File: src/rtl/mcu_pkg.sv
// mcu_pkg: shared opcode, ALU, state and instruction field definitions for the MCU
package mcu_pkg;
  localparam int OP_LSB = 12;
  localparam int D_LSB  = 9;
  localparam int A_LSB  = 6;
  localparam int B_LSB  = 3;
  localparam logic [3:0] OP_NOP  = 4'h0;
  localparam logic [3:0] OP_ADD  = 4'h1;
  localparam logic [3:0] OP_SUB  = 4'h2;
  localparam logic [3:0] OP_AND  = 4'h3;
  localparam logic [3:0] OP_OR   = 4'h4;
  localparam logic [3:0] OP_XOR  = 4'h5;
  localparam logic [3:0] OP_LDI  = 4'h6;
  localparam logic [3:0] OP_MOV  = 4'h7;
  localparam logic [3:0] OP_JMP  = 4'h8;
  localparam logic [3:0] OP_BZ   = 4'h9;
  localparam logic [3:0] OP_HALT = 4'hF;
  localparam logic [2:0] ALU_ADD      = 3'd0;
  localparam logic [2:0] ALU_SUB      = 3'd1;
  localparam logic [2:0] ALU_AND      = 3'd2;
  localparam logic [2:0] ALU_OR       = 3'd3;
  localparam logic [2:0] ALU_XOR      = 3'd4;
  localparam logic [2:0] ALU_PASS_A   = 3'd5;
  localparam logic [2:0] ALU_PASS_IMM = 3'd6;
  typedef enum logic [2:0] {S_FETCH, S_DECODE, S_EXEC, S_WB, S_HALT} state_t;
  function automatic logic [2:0] alu_of(input logic [3:0] op);
    return op == OP_SUB ? ALU_SUB :
           op == OP_AND ? ALU_AND :
           op == OP_OR  ? ALU_OR  :
           op == OP_XOR ? ALU_XOR :
           op == OP_MOV ? ALU_PASS_A :
           op == OP_LDI ? ALU_PASS_IMM : ALU_ADD;
  endfunction
endpackage

File: src/rtl/mcu_instr_field_dec.sv
// mcu_instr_field_dec: combinational field and opcode decode of one instruction word
module mcu_instr_field_dec
  import mcu_pkg::*;
(
  input  logic [15:0] instr,
  output logic [2:0]  d,
  output logic [2:0]  a,
  output logic [2:0]  b,
  output logic [7:0]  imm,
  output logic [2:0]  alu_op,
  output logic        wr,
  output logic        illegal,
  output logic        halt,
  output logic        jmp,
  output logic        bz
);
  logic [3:0] op;
  assign op      = instr[OP_LSB +: 4];
  assign d       = instr[D_LSB +: 3];
  assign a       = instr[A_LSB +: 3];
  assign b       = instr[B_LSB +: 3];
  assign imm     = instr[7:0];
  assign alu_op  = alu_of(op);
  assign wr      = op >= OP_ADD && op <= OP_MOV && d != 3'd0;
  assign illegal = op > OP_BZ && op < OP_HALT;
  assign halt    = op == OP_HALT;
  assign jmp     = op == OP_JMP;
  assign bz      = op == OP_BZ;
endmodule

File: src/rtl/mcu_decode_seq.sv
// mcu_decode_seq: multi-cycle fetch/decode sequencer driving the 8x8 register file
module mcu_decode_seq
  import mcu_pkg::*;
#(
  parameter int PC_W    = 8,
  parameter int INSTR_W = 16
) (
  input  logic               clk,
  input  logic               rst_n,
  output logic               instr_req,
  output logic [PC_W-1:0]    pc,
  input  logic               instr_valid,
  input  logic [INSTR_W-1:0] instr_data,
  input  logic               zero_flag,
  output logic [2:0]         A_add,
  output logic [2:0]         B_add,
  output logic [2:0]         D_add,
  output logic               write_enable,
  output logic [2:0]         alu_op,
  output logic [7:0]         imm,
  output logic               halted,
  output logic               illegal_op
);
  state_t state, state_nxt;
  logic [INSTR_W-1:0] instr;
  logic wr, illegal, halt, jmp, bz;
  logic [PC_W-1:0] pc_nxt;
  mcu_instr_field_dec u_dec (
    .instr   (instr[15:0]),
    .d       (D_add),
    .a       (A_add),
    .b       (B_add),
    .imm     (imm),
    .alu_op  (alu_op),
    .wr      (wr),
    .illegal (illegal),
    .halt    (halt),
    .jmp     (jmp),
    .bz      (bz)
  );
  assign pc_nxt       = (jmp || (bz && zero_flag)) ? imm[PC_W-1:0] : pc + 1'b1;
  assign write_enable = state == S_WB;
  assign halted       = state == S_HALT;
  assign illegal_op   = state == S_DECODE && illegal;
  // next-state: fetch handshake, halt check in decode, writeback only for real register writes
  always_comb begin
    state_nxt = state;
    case (state)
      S_FETCH:  state_nxt = (instr_req && instr_valid) ? S_DECODE : S_FETCH;
      S_DECODE: state_nxt = halt ? S_HALT : S_EXEC;
      S_EXEC:   state_nxt = wr ? S_WB : S_FETCH;
      S_WB:     state_nxt = S_FETCH;
      default:  state_nxt = state;
    endcase
  end
  // state, registered fetch request, instruction latch and pc update in exec
  always_ff @(posedge clk or negedge rst_n) begin
    if (!rst_n) begin
      state     <= S_FETCH;
      instr_req <= 1'b0;
      instr     <= '0;
      pc        <= '0;
    end else begin
      state     <= state_nxt;
      instr_req <= state_nxt == S_FETCH;
      if (state == S_FETCH && instr_req && instr_valid) instr <= instr_data;
      if (state == S_EXEC) pc <= pc_nxt;
    end
  end
endmodule

File: config.mk
export PLATFORM = sky130hd
export DESIGN_NAME = mcu_decode_seq
export DESIGN_NICKNAME = d
export VERILOG_FILES = /design/src/rtl/mcu_pkg.sv /design/src/rtl/mcu_instr_field_dec.sv /design/src/rtl/mcu_decode_seq.sv
export SDC_FILE = /design/constraint.sdc
export NUM_CORES = 1
export LEC_CHECK = 0
export BUFFER_PORTS_ARGS = -buffer_cell sky130_fd_sc_hd__buf_2
export CORE_MARGIN = 1
export CORE_UTILIZATION = 25
export CTS_BUF_LIST = sky130_fd_sc_hd__clkbuf_4 sky130_fd_sc_hd__clkbuf_8
export DETAILED_ROUTE_END_ITERATION = 8
export PLACE_DENSITY = 0.51
export SLEW_MARGIN = 0
export SYNTH_ARGS = -nofsm -noshare
export SYNTH_HDL_FRONTEND = slang
export SYNTH_HIERARCHICAL = 1
export SYNTH_SLANG_ARGS = --single-unit
File: constraint.sdc
create_clock -name clk -period 1.9 [get_ports clk]
set_input_delay 0.285 -clock clk [delete_from_list [all_inputs] [get_ports clk]]
set_output_delay 0.285 -clock clk [all_outputs]
set_load 0.05 [all_outputs]
==> impl_metrics.ini, run 1 <==
[grt]
track_usage = 0.1058
grt-ovfl-total = 0
grt_max_degree = 29
grt_pass1_vias = 1062
grt_pass1_wl_um = 5292
antenna_found_initial = 0

[clock_network]
cts-buffers-inserted = 3
clock_path_buffers = 2
insertion_delay_ns = 0.28
cts.sinks = 28
clockRootBuffer = clkbuf_8
tritoncts = built
clkTransAtPathRegs_ns = 0.10
cts_setup_buffers = 0
htreeDepth = 1

[finish]
area_growth_pct = 17.42
layout.nets = 204
drive_above_1_share = 0.5000
mostFrequentLayoutCell = buf_2
mostFrequentLayoutCells = 51 x buf_2, 24 x dfrtp_1, 16 x mux2_2, 11 x a21oi_1
fill_cells = 626
instances_no_fill = 257
antenna_cells = 0

[logic_synthesis]
synth.distinct_cells = 38
yosysWarnings = 6
synth_seq_area_share = 0.4455
synth_cells = 148
synth_edf_count = 0
async_flop_share = 1.000
yosys_most_used_dff = dfrtp_1
synth_nets = 169
synth_area_um2 = 1573
avgSynthCellArea_um2 = 10.63
ys_ff_latch = 28

[worst_setup_path]
rr_endpoint = pc[0]
cp-startpoint = state[2]
arrival_ns = 1.46
reg2reg_depth = 7
cp-endpoint = illegal_op
start_kind = register
cp_max_fo = 8
reg2reg_from = instr[12]
path_class = register to output port
critPathRequiredTime_ns = 1.62
r2r_slack_ns = 0.36
end_kind = output port

[status]
status = finished clean

[timing]
slew_viol_final = 0
setup_viol = 0
finalCriticalPeriod_ns = 1.745
final_hold_viol_count = 0
worst_pin_slew_ns = 0.6361
timing.final.crit_share = 0.9185
setup-tns-final_ns = 0
maxSlewHeadroom = 0.5760
max_freq_mhz = 573.0
fin_ws_ns = 0.1549
rsz0062_at_grt = false
skew_ns = 0.007635

[hold_path]
hold_path_class = input port to asynchronous set/reset pin

[die]
coreArea_um2 = 5991
ios = 52
fp.dieW_um = 81.32
rows = 28
die_area_um2 = 6612
initial_utilization = 0.2625
die_height_um = 81.32

[drt]
drt-total-wl_um = 3341
viasPerCell = 4.564
firstDrtPassIters = 4
num_vias = 1173
first_iter_violations = 25
ant_nets = 0
wl_per_cell_um = 13.00
drt_drc_violations_left = 0

[placement]
place_inst = 253
gp_congestion = 0.7123
place.detailed.hpwl_um = 2421
port-buffer-count = 51
place_ws_ns = 0.3480

[job]
drv_cap = 0
## worst max-delay path, stage by stage (launching register included)
cell and delay (ns):
dfrtp_1 0.45, buf_4 0.19, nor4b_2 0.25, buf_2 0.29
## how the worst min path moves through the flow
stage	startpoint	to	slack, ns	cells after the start
floorplan	rst_n	instr[0]	-0.01	0
global placement	rst_n	instr[6]	0.36	1
detailed placement	rst_n	instr[6]	0.35	1
CTS	rst_n	instr[6]	0.04	1
global route	rst_n	pc[6]	0.06	1
finish	rst_n	instr[6]	0.01	1
## synthesized netlist by cell type (3+ instances only)
cell type	number	area, µm²
nor3b_1	3	22.52
buf_6	4	45.04
mux2_2	16	180.2
nand3_1	5	25.02
o21ai_0	8	40.04
o22ai_1	3	18.77
dfrtp_1	28	700.7
nor2_1	5	18.77
nand2_1	8	30.03
nand2b_1	3	18.77
a2bb2oi_1	3	26.28
buf_4	17	127.6
a21oi_1	11	55.05
clkbuf_1	3	11.26
## cells by family (layout without fill, tap and decap cells)
kind of cell               Yosys count  after routing  synth area share
buffers and inverters               27             61            0.1257
DFF                                 28             28            0.4455
muxes                               17             17            0.1209
AOI/OAI and AO/OA                   31             31            0.1193
and+or+nand+nor                     44             44            0.1806
adders and majority gates            1              1          0.007954
## stage by stage
| step | util | hold WS (ns) | cell area, µm² |
|---|---|---|---|
| 2_1_floorplan | - | -0.01059 | 1594 |
| 3_3_place_gp | 0.2982 | 0.3573 | 1787 |
| 3_5_place_dp | 0.2982 | 0.3550 | 1787 |
| 4_1_cts | 0.3074 | 0.03775 | 1842 |
| 5_1_grt | 0.3083 | 0.06351 | 1847 |
| 6_report | 0.3083 | 0.01320 | 1847 |
## sequential cells by signal, indices dropped and copies added, names as in the netlist
register   flops
pc             8
instr         16
state          3
instr_req      1
## final cells by class
cell class | count | area, µm² | share of cell area
clock buffer | 4 | 55.05 | 0.02981
inverter | 1 | 3.754 | 0.002033
multi-input combinational | 93 | 695.7 | 0.3767
sequential | 28 | 705.7 | 0.3821
tap | 75 | 93.84 | 0.05081
timing repair buffer | 56 | 292.8 | 0.1585
## per-layer routing
metal	vias up	wire length, µm	global-route usage
met3	4	138	0.02135
li1	583	-	-
met1	558	1684	0.1495
met5	-	0	0
met2	28	1477	0.1558
met4	0	40	0.04286
## timing repair
item	4_1_cts	5_1_grt
hold buffers	0	0
resized for setup	0	4
hold endpoints to repair	0	0
endpoints found under the setup margin	0	1
Power of run 1 is left out: the tool's default activity adds up to more than one toggle a clock period on the data nets, which glitch-free logic cannot reach.
==> inputs of run 2 (changes only) <==
- PLACE_DENSITY: 0.51 -> 0.53
- clock period: 1.9 -> 1.5 ns (I/O delays scaled with it)
==> impl_metrics.ini, run 2 (synthesized netlist as in run 1, its figures left out) <==
[status]
status = finished, violations left
violations = setup timing

[worst_setup_path]
critPathRequiredTime_ns = 1.27
start_kind = register
path_class = register to output port
arrival_ns = 1.42
end_kind = output port
cp_max_fo = 5

[clock_network]
insertion_delay_ns = 0.28
cts.sinks = 28
htreeDepth = 1
tritoncts = built
cts-buffers-inserted = 3
clockRootBuffer = clkbuf_8
clock_path_buffers = 2
clkTransAtPathRegs_ns = 0.09

[drt]
first_iter_violations = 56
viasPerCell = 4.519
firstDrtPassIters = 4
ant_nets = 0
drt_drc_violations_left = 0
routed-wl-met2_um = 1776
highest_layer = met4
num_vias = 1279
drt-total-wl_um = 3880
wl_met3_um = 165
m1WireLength_um = 1884
wl_per_cell_um = 13.71

[finish]
largest_register_ffs = 16
ff_latch_area_um2 = 704.4
regMostFlops = instr
fill_cells = 583
layout.nets = 230
final_util = 0.3810
mostFrequentLayoutCell = buf_2
area_growth_pct = 45.11
postLayoutCellArea_um2 = 2282
mostFrequentLayoutCells = 45 x buf_2, 25 x dfrtp_1, 23 x buf_4, 16 x mux2_4, 9 x buf_6
drive_above_1_share = 0.6010
multiInputGateArea_um2 = 837.1
reg_top3 = instr x16, pc x8, state x3
antenna_cells = 0

[timing]
timing.final.crit_share = 1.096
fin_ws_ns = -0.1439
worst_pin_slew_ns = 0.3419
max_freq_mhz = 608.3
setup_viol = 27
maxSlewHeadroom = 0.7703
skew_ns = 0.003190
finalCriticalPeriod_ns = 1.644
rsz0062_at_grt = true
slew_viol_final = 0
final_hold_viol_count = 0

[placement]
gp_congestion = 0.7928
place.detailed.hpwl_um = 2658
port-buffer-count = 51
placed_cell_area_um2 = 1929

[die]
coreArea_um2 = 5991
ios = 52
die_area_um2 = 6612
die_height_um = 81.32
rows = 28
initial_utilization = 0.2625
fp.dieW_um = 81.32

[grt]
grt_pass1_vias = 1248
grt_max_degree = 22
track_usage = 0.1236
grt_pass1_wl_um = 6175
antenna_found_initial = 0
grt-ovfl-total = 0

[hold_path]
hold_path_class = input port to register

[job]
drv_cap = 0
run 2: cell count changes in the layout (fill, tap and decap cells not counted), sizes merged:
cell | previous run | this run
buf | 56 | 80
clkbuf | 4 | 5
dlygate4sd3 | 0 | 1
run 2: final cells by class:
| type | instances | area share |
|---|---|---|
| multi-input cells | 93 | 0.3668 |
| flip-flops and latches | 28 | 0.3087 |
| repair buffers | 82 | 0.2604 |
| well taps | 75 | 0.04112 |
| clock buffers | 4 | 0.02138 |
| inverters | 1 | 0.001645 |
run 2: metrics by stage:
step	setup TNS (ns)	hold slack, ns	worst slack [ns]	instances
floorplan	-1.553	-0.07059	-0.3041	148
global placement	0	0.1430	0.003201	263
detailed placement	0	0.1407	0.01047	263
CTS	-0.6704	0.1575	-0.1652	277
global route	-3.320	0.1492	-0.2127	283
finish	-0.8713	0.1653	-0.1439	283
run 2: critical path, stage by stage, from the launching register on:
cell     delay [ns]
dfrtp_1        0.41
buf_4          0.17
nor4b_4        0.27
a31o_1         0.14
buf_6          0.15
run 2: path summary, 6_finish.rpt:
kind | start | slack [ns] | to | cells past startpoint
min in group asynchronous | rst_n | 0.36 | pc[4] | 2
worst min-delay path | instr_data[11] | 0.17 | instr[11] | 2
worst max register to register | instr[15] | -0.05 | pc[0] | 9
max in group asynchronous | rst_n | 0.75 | instr[10] | 3
worst min register to register | instr[8] | 0.51 | instr[8] | 1
worst max-delay path | instr[15] | -0.14 | alu_op[0] | 4
run 2: per-layer routing:
layer	GRT usage	up-vias
met5	0	-
li1	-	633
met1	0.1734	614
met3	0.02584	5
met4	0.04821	0
met2	0.1833	27
run 2: timing repair:
action / 4_1_cts / 5_1_grt
resized for setup: 22 / 18
pin swaps: 3 / 4
buffers inserted: 9 / 5
hold buffers: 1 / 0
endpoints found under the hold margin: 11 / 0
gates cloned: 0 / 1
endpoints found under the setup margin: 6 / 30
Power of run 2 is left out for the same reason.
==> inputs of run 3 (changes only) <==
- CORE_MARGIN: 1 -> 2
==> impl_metrics.ini, run 3 (synthesized netlist as in run 1, its figures left out) <==
[finish]
instances_no_fill = 284
largest_register_ffs = 16
mostFrequentLayoutCell = buf_2
reg_top3 = instr x16, pc x8, state x3
area_growth_pct = 46.06
final_util = 0.3835
mostFrequentLayoutCells = 45 x buf_2, 22 x dfrtp_1, 18 x buf_4, 15 x mux2_4, 14 x buf_6
layout.nets = 231
antenna_cells = 0
drive_above_1_share = 0.5933
fill_cells = 581
regMostFlops = instr

[clock_network]
cts-buffers-inserted = 3
tritoncts = built
insertion_delay_ns = 0.28
htreeDepth = 1
clockRootBuffer = clkbuf_8
clock_path_buffers = 2
clkTransAtPathRegs_ns = 0.10
cts.sinks = 28

[timing]
timing.final.crit_share = 1.115
final_hold_viol_count = 0
worst_pin_slew_ns = 0.4525
skew_ns = 0.005356
setup_viol = 28
max_freq_mhz = 598.0
maxSlewHeadroom = 0.6983
setup-tns-final_ns = -1.208
fin_ws_ns = -0.1724
slew_viol_final = 0
finalCriticalPeriod_ns = 1.672
rsz0062_at_grt = true

[worst_setup_path]
cp_max_fo = 4
start_kind = register
cp_num_buf_inv = 2
cp-endpoint = alu_op[0]
reg2reg_from = instr[14]
path_delay_family = flip-flops
worstPathCellList = buf_6, nor4b_2, a31o_1, buf_6
reg2reg_depth = 7
cpMaxStageDelayCell = dfrtp_2
crit_top_cell = buf_6
cp-startpoint = instr[12]
cp.depth = 4
max_stage_delay_ns = 0.46
path_class = register to output port
critPathRequiredTime_ns = 1.27
r2r_slack_ns = -0.07
arrival_ns = 1.45
end_kind = output port
rr_endpoint = pc[7]

[grt]
grt-ovfl-total = 0
grt_max_degree = 20
track_usage = 0.1128
grt_pass1_wl_um = 6389
antenna_found_initial = 0
grt_pass1_vias = 1267

[die]
ios = 52
die_height_um = 83.32
rows = 28
fp.dieW_um = 83.32
initial_utilization = 0.2625
coreArea_um2 = 5991
die_area_um2 = 6941

[drt]
drt_drc_violations_left = 0
firstDrtPassIters = 4
drt-total-wl_um = 4054
first_iter_violations = 43
viasPerCell = 4.563
ant_nets = 0
wl_per_cell_um = 14.27
num_vias = 1296

[placement]
place.detailed.hpwl_um = 2685
gp_congestion = 0.7890
port-buffer-count = 51
place_inst = 265

[job]
drv_cap = 0

[status]
violations = setup timing
status = finished, violations left

[hold_path]
hold_path_class = input port to register
[run 3: cell types whose count changed in the layout (fill, tap and decap cells not counted), sizes merged]
cell / before / now
bufinv: 0 / 1
[run 3: how the worst min path moves through the flow]
| stage | from | to | slack [ns] | cells after the start |
|---|---|---|---|---|
| after floorplan | rst_n | instr[0] | -0.07 | 0 |
| after global placement | rst_n | instr[6] | 0.19 | 1 |
| after detailed placement | rst_n | instr[6] | 0.20 | 1 |
| after CTS | instr_data[1] | instr[1] | 0.16 | 2 |
| after global routing | instr_data[1] | instr[1] | 0.15 | 2 |
| final | instr_data[9] | instr[9] | 0.17 | 2 |
[run 3: timing repair]
| action | in CTS | in global routing |
|---|---|---|
| resized for setup | 29 | 14 |
| setup buffers | 8 | 4 |
| hold buffers | 1 | 0 |
| pin swaps | 5 | 4 |
| hold endpoints to repair | 17 | 0 |
| setup endpoints to repair | 9 | 30 |
| cloned | 1 | 1 |
[run 3: metrics by stage]
step | setup slack (ns) | hold WS, ns | area [µm²]
2_1_floorplan | -0.3041 | -0.07059 | 1625
3_3_place_gp | 0.04882 | 0.1913 | 1932
3_5_place_dp | -0.001256 | 0.1962 | 1932
4_1_cts | -0.1785 | 0.1590 | 2202
5_1_grt | -0.2343 | 0.1531 | 2297
6_report | -0.1724 | 0.1657 | 2297
[run 3: per-layer routing]
| layer | up-vias | wire, µm | global-route usage |
|---|---|---|---|
| met5 | - | 0 | 0 |
| met4 | 0 | 66 | 0.03726 |
| met3 | 6 | 175 | 0.02286 |
| met2 | 36 | 1804 | 0.1767 |
| met1 | 614 | 2008 | 0.1552 |
| li1 | 640 | - | - |
[run 3: cell type report]
class / count / area, µm² / area share
Clock inverter: 1 / 30.03 / 0.01307
Sequential cell: 28 / 708.2 / 0.3083
Inverter: 1 / 3.754 / 0.001634
Tap cell: 75 / 93.84 / 0.04085
Clock buffer: 3 / 41.29 / 0.01797
Multi-Input combinational cell: 93 / 787.0 / 0.3426
Timing Repair Buffer: 83 / 633.1 / 0.2756
Power of run 3 is left out for the same reason.
